## config.mk

```make
export PLATFORM = sky130hd
export DESIGN_NAME = sw_debounce
export DESIGN_NICKNAME = d
export VERILOG_FILES = /design/src/rtl/sw_debounce.sv
export SDC_FILE = /design/constraint.sdc
export NUM_CORES = 1
export LEC_CHECK = 0
export BUFFER_PORTS_ARGS = -buffer_cell sky130_fd_sc_hd__buf_2
export CAP_MARGIN = 20
export CORE_UTILIZATION = 50
export DETAILED_ROUTE_END_ITERATION = 6
export MAX_ROUTING_LAYER = met4
export PLACE_DENSITY = 0.69
export SYNTH_ARGS = -nofsm -noshare
export SYNTH_HDL_FRONTEND = slang
export SYNTH_SLANG_ARGS = --single-unit
export TNS_END_PERCENT = 30
```

## constraint.sdc

```tcl
create_clock -name CLK100MHZ -period 1.89 [get_ports CLK100MHZ]
set_clock_uncertainty 0.1 [all_clocks]
set_input_delay 0.378 -clock CLK100MHZ [delete_from_list [all_inputs] [get_ports CLK100MHZ]]
set_output_delay 0.378 -clock CLK100MHZ [all_outputs]
set_load 0.02 [all_outputs]
```

## src/rtl/sw_debounce.sv

```systemverilog
`default_nettype none
// ============================================================================
// Module      : sw_debounce
// Description : Slide-switch input conditioner. Each raw SW bit is brought
//               into the CLK100MHZ domain through a 2-flop synchronizer and
//               then filtered by a per-bit stability counter. A new level is
//               accepted only after it has differed from the current clean
//               level for DEBOUNCE_CYCLES consecutive sampled cycles. Every
//               accepted change produces a one-cycle rise or fall pulse, and
//               SW_EVENT flags any such pulse in the same cycle.
//
// Ports       : CLK100MHZ  in   system clock (100 MHz)
//               CPU_RESETN in   asynchronous active-low reset
//               SW         in   [N]  raw asynchronous switch levels
//               SW_CLEAN   out  [N]  debounced switch levels
//               SW_RISE    out  [N]  one-cycle pulse on accepted 0->1
//               SW_FALL    out  [N]  one-cycle pulse on accepted 1->0
//               SW_EVENT   out       registered OR of all rise/fall pulses
//
// Parameters  : N               number of independent switch channels
//               DEBOUNCE_CYCLES stable cycles required for acceptance (>= 2)
//               CNT_W           counter width, must hold DEBOUNCE_CYCLES-1
//
// Revision    : 1.0  initial release
// ============================================================================
module sw_debounce #(
  parameter int N               = 4,
  parameter int DEBOUNCE_CYCLES = 1000000,
  parameter int CNT_W           = 20
) (
  input  logic         CLK100MHZ,
  input  logic         CPU_RESETN,
  input  logic [N-1:0] SW,
  output logic [N-1:0] SW_CLEAN,
  output logic [N-1:0] SW_RISE,
  output logic [N-1:0] SW_FALL,
  output logic         SW_EVENT
);

  // Terminal count: the cycle on which the counter would reach this value
  // with the level still different is the acceptance cycle.
  localparam logic [CNT_W-1:0] c_cnt_last = CNT_W'(DEBOUNCE_CYCLES - 1);
  localparam logic [CNT_W-1:0] c_cnt_one  = CNT_W'(1);

  // Synchronizer stages; only r_sync2 is ever looked at by the filter.
  logic [N-1:0] r_sync1;
  logic [N-1:0] r_sync2;

  // Per-bit combinational decisions for the coming edge.
  logic [N-1:0] w_differs;
  logic [N-1:0] w_accept;
  logic [N-1:0] w_rise_nxt;
  logic [N-1:0] w_fall_nxt;

  // --------------------------------------------------------------------------
  // Per-channel stability counter and acceptance decode
  // --------------------------------------------------------------------------
  for (genvar gi = 0; gi < N; gi++) begin : g_chan
    logic [CNT_W-1:0] r_cnt;

    assign w_differs[gi]  = r_sync2[gi] ^ SW_CLEAN[gi];
    assign w_accept[gi]   = w_differs[gi] && (r_cnt == c_cnt_last);
    assign w_rise_nxt[gi] = w_accept[gi] &  r_sync2[gi];
    assign w_fall_nxt[gi] = w_accept[gi] & ~r_sync2[gi];

    // The counter is cleared both when the synchronized level agrees with
    // the clean level (bounce back) and when a change is accepted, so it
    // can never advance past c_cnt_last and never wraps.
    always_ff @(posedge CLK100MHZ or negedge CPU_RESETN) begin
      if (!CPU_RESETN) begin
        r_cnt <= '0;
      end else if (!w_differs[gi] || w_accept[gi]) begin
        r_cnt <= '0;
      end else begin
        r_cnt <= r_cnt + c_cnt_one;
      end
    end
  end

  // --------------------------------------------------------------------------
  // Synchronizer, clean level and registered event outputs
  // --------------------------------------------------------------------------
  // An accepted bit always differs from its clean level, so toggling the
  // clean bit is the same as loading the synchronized value into it.
  always_ff @(posedge CLK100MHZ or negedge CPU_RESETN) begin
    if (!CPU_RESETN) begin
      r_sync1  <= '0;
      r_sync2  <= '0;
      SW_CLEAN <= '0;
      SW_RISE  <= '0;
      SW_FALL  <= '0;
      SW_EVENT <= 1'b0;
    end else begin
      r_sync1  <= SW;
      r_sync2  <= r_sync1;
      SW_CLEAN <= SW_CLEAN ^ w_accept;
      SW_RISE  <= w_rise_nxt;
      SW_FALL  <= w_fall_nxt;
      SW_EVENT <= |w_accept;
    end
  end

endmodule
`default_nettype wire

```

==> results.py <==
metrics = {
    "layout": {
        "area_delta_synth_final_pct": 19.7,
        "nFillCells": 758,
        "final_area_mm2": 0.00564,
        "antennaDiodeCount": 0,
        "drive_gt1_frac": 0.219,
        "nets": 540,
    },
    "clock_tree": {
        "clock-sinks": 101,
        "numCtsBuffers": 9,
        "cts-root-buf": "clkbuf_8",
        "clockBufferDepth": 2,
        "tritoncts": "yes",
        "cts-htree-levels": 3,
        "clock_latency_ps": 380,
        "clk_pin_slew_ps": 90,
    },
    "setup_path": {
        "slowest_delay_ps": 560,
        "r2r_start": "g_chan[3].r_cnt[15]$_DFF_PN0_",
        "crit_family": "simple AND/OR/NAND/NOR gates",
        "critical_path_buf_inv_count": 1,
        "crit_path_max_fanout": 19,
        "cpMaxStageDelayCell": "or4_4",
        "critPathCaptureType": "flip-flop",
        "worstSetupStartpointType": "flip-flop",
        "critPathKind": "reg -> reg",
        "arrival_ps": 2060,
        "critical_path.startpoint": "g_chan[3].r_cnt[15]$_DFF_PN0_",
        "path_cells": "or4_4 > nor4b_4 > a21bo_1 > buf_12 > a21oi_1",
        "required_ps": 2040,
    },
    "die": {
        "initial_utilization": 0.512,
        "rows": 35,
        "die_h_um": 99.1,
        "die_w_um": 99.1,
        "ios": 19,
        "design.die.area_mm2": 0.00981,
        "core_mm2": 0.00920,
    },
    "route": {
        "drc": 0,
        "wl_per_cell_um": 14.8,
        "drtIter0Drc": 123,
        "wl_met3_um": 386,
        "num_vias": 3670,
        "routed.top_layer": "met4",
        "firstDrtPassIters": 4,
        "wl_met1_mm": 4.33,
        "wl_mm": 9.59,
        "vias_per_cell": 5.68,
        "route.met2.wl_mm": 4.71,
        "drt.antenna.violating_nets": 0,
    },
    "sta": {
        "hold_viol": 0,
        "fin_crit_sh": 1.01,
        "drv_slew": 0,
        "setup_viol": 17,
        "tns_ps": -115,
        "grt_setup_unrepaired": "yes",
        "timing.final.ws_setup_ps": -16.2,
        "clock.fmax_mhz": 525,
        "period_needed_ps": 1910,
        "hold_ws_ps": 257,
        "worstMarginPinSlew_ps": 569,
        "slew_headroom": 0.615,
    },
    "logic_synthesis": {
        "yosys_warnings": 0,
        "synth.area.mux_share": 0.00956,
        "synth_top_family_by_area": "simple AND/OR/NAND/NOR gates",
        "synth_seq_area_share": 0.537,
        "synth_most_common_cell": "dfrtp_1",
        "yosys.area_share.xor_xnor": 0.0948,
        "synth_compound_area_frac": 0.0688,
        "synthTopCellsByCount": "101 x dfrtp_1, 60 x nor2_1, 39 x nand3_1",
        "synthCells": 460,
        "synth-edff-count": 0,
        "synth_area_mm2": 0.00471,
        "synth_flop_cell": "dfrtp_1",
        "yosys.area_share.simple": 0.255,
        "ys_types": 38,
        "synth_top_area_frac": 0.537,
        "synth_fp_nets": 470,
        "synth_area_leaders": "dfrtp_1 54%, xnor2_1 5.0%, nor2_1 4.8%",
        "yosys_register_bits": 101,
        "ys_async_sr_fraction": 1.00,
        "synth_fa_ha_area_frac": 0.0106,
        "avgSynthCellArea_um2": 10.2,
        "yosys.area.top_type": "dfrtp_1",
    },
    "hold_path": {
        "hold_class": "reg -> reg",
        "hold_start": "r_sync1[0]$_DFF_PN0_",
    },
    "grt": {
        "gr-total-overflow": 0,
        "grt_use_total": 0.219,
        "grt_pass1_wl_mm": 16.4,
        "grt_antenna_before_repair": 0,
        "grt_max_degree": 35,
        "grt_pass1_vias": 3465,
    },
    "power": {
        "fin_total_pwr_mw": 3.84,
        "pwr_density_cell_mw_per_mm2": 681,
        "ir_worst_vdd_mv": 0.480,
        "leakage_nw": 2.40,
    },
    "placement": {
        "io_buffers": 18,
        "hpwl_mm": 6.67,
        "dpl_cell_area_mm2": 0.00524,
        "place_congestion": 0.890,
    },
    "run": {
        "cap_violations": 0,
    },
    "run_status": {
        "failed_checks": "setup timing",
        "status": "finished, violations left",
    },
}
## sequential cells by signal, summed over array words and instances (netlist names), named ones only
| register | cells |
|---|---|
| SW_EVENT | 1 |
| SW_FALL | 4 |
| SW_RISE | 4 |
| g_chan.r_cnt | 80 |
| r_sync1 | 4 |
| r_sync2 | 4 |
## metrics by stage
stage | setup slack [ps] | instances | util
final | -16.2 | 646 | 0.613
after global placement | -46.1 | 620 | 0.570
after CTS | -32.4 | 641 | 0.600
after floorplan | -2.33 | 460 | -
after global routing | -86.6 | 646 | 0.613
after detailed placement | -71.7 | 620 | 0.570
## routing by layer
metal,track usage,up-vias
li1,-,1778
met3,0.0489,18
met5,-,-
met4,0.0803,0
met1,0.283,1795
met2,0.342,79
## layout by cell type (no fill, tap or decap), drive strengths merged, types with 2 or more instances in the layout
cell type	count
o31ai	9
xor2	24
or2	3
nand4	14
clkinvlp	2
o21ai	15
nand3	39
nor4	14
xnor2	27
dfrtp	101
mux2	4
a21bo	3
a31o	2
nor4b	3
and3	12
or4	11
nand3b	3
nor3b	8
and4	3
nor2	60
ha	4
or3	15
clkbuf	11
nand4b	2
inv	15
buf	66
and4b	2
a21oi	25
nand2	20
and2	2
dlygate4sd3	5
nor3	8
## worst paths after layout
check,endpoint,slack [ps],cells past startpoint
worst max-delay path,g_chan[3].r_cnt[15]$_DFF_PN0_,-20,5
worst min-delay path,r_sync2[0]$_DFF_PN0_,260,0
worst max register to register,g_chan[3].r_cnt[15]$_DFF_PN0_,-20,5
worst min register to register,r_sync2[0]$_DFF_PN0_,260,0
max in group asynchronous,g_chan[1].r_cnt[12]$_DFF_PN0_,790,3
min in group asynchronous,g_chan[2].r_cnt[0]$_DFF_PN0_,320,2
## final cells by class
| type | count | area (um2) | share of cell area |
|---|---|---|---|
| Inverter | 13 | 48.8 | 0.00865 |
| Tap cell | 111 | 139 | 0.0246 |
| Clock inverter | 5 | 67.6 | 0.0120 |
| Timing Repair Buffer | 71 | 541 | 0.0959 |
| Sequential cell | 101 | 2530 | 0.449 |
| Multi-Input combinational cell | 334 | 2170 | 0.385 |
| Clock buffer | 11 | 141 | 0.0251 |
## worst register-to-register path: stages, from the launching register on
cell	delay (ps)
dfrtp_1	400
or4_4	560
nor4b_4	340
a21bo_1	190
buf_12	160
a21oi_1	50
## kinds of logic (layout without fill, tap and decap cells)
group | after synthesis | in the layout
simple gates | 220 | 220
flops | 101 | 101
compound gates | 55 | 55
xor+xnor | 51 | 51
buf+inv | 25 | 100
fa+ha+maj | 4 | 4
mux | 4 | 4
## report_power, final
part	internal, mW	total (mW)	switching [mW]	leakage, nW
sequential	2.19	2.21	0.0256	1.38
clock	0.667	1.45	0.779	0.0996
combinational	0.0774	0.180	0.103	0.921
## repair_timing
action,in CTS,in global routing
endpoints found under the setup margin,36,85
endpoints found under the hold margin,20,0
hold buffers,5,0
setup buffers,0,5
resized for setup,4,19
pin swaps,3,4
Power figures use the tool's default switching activity.
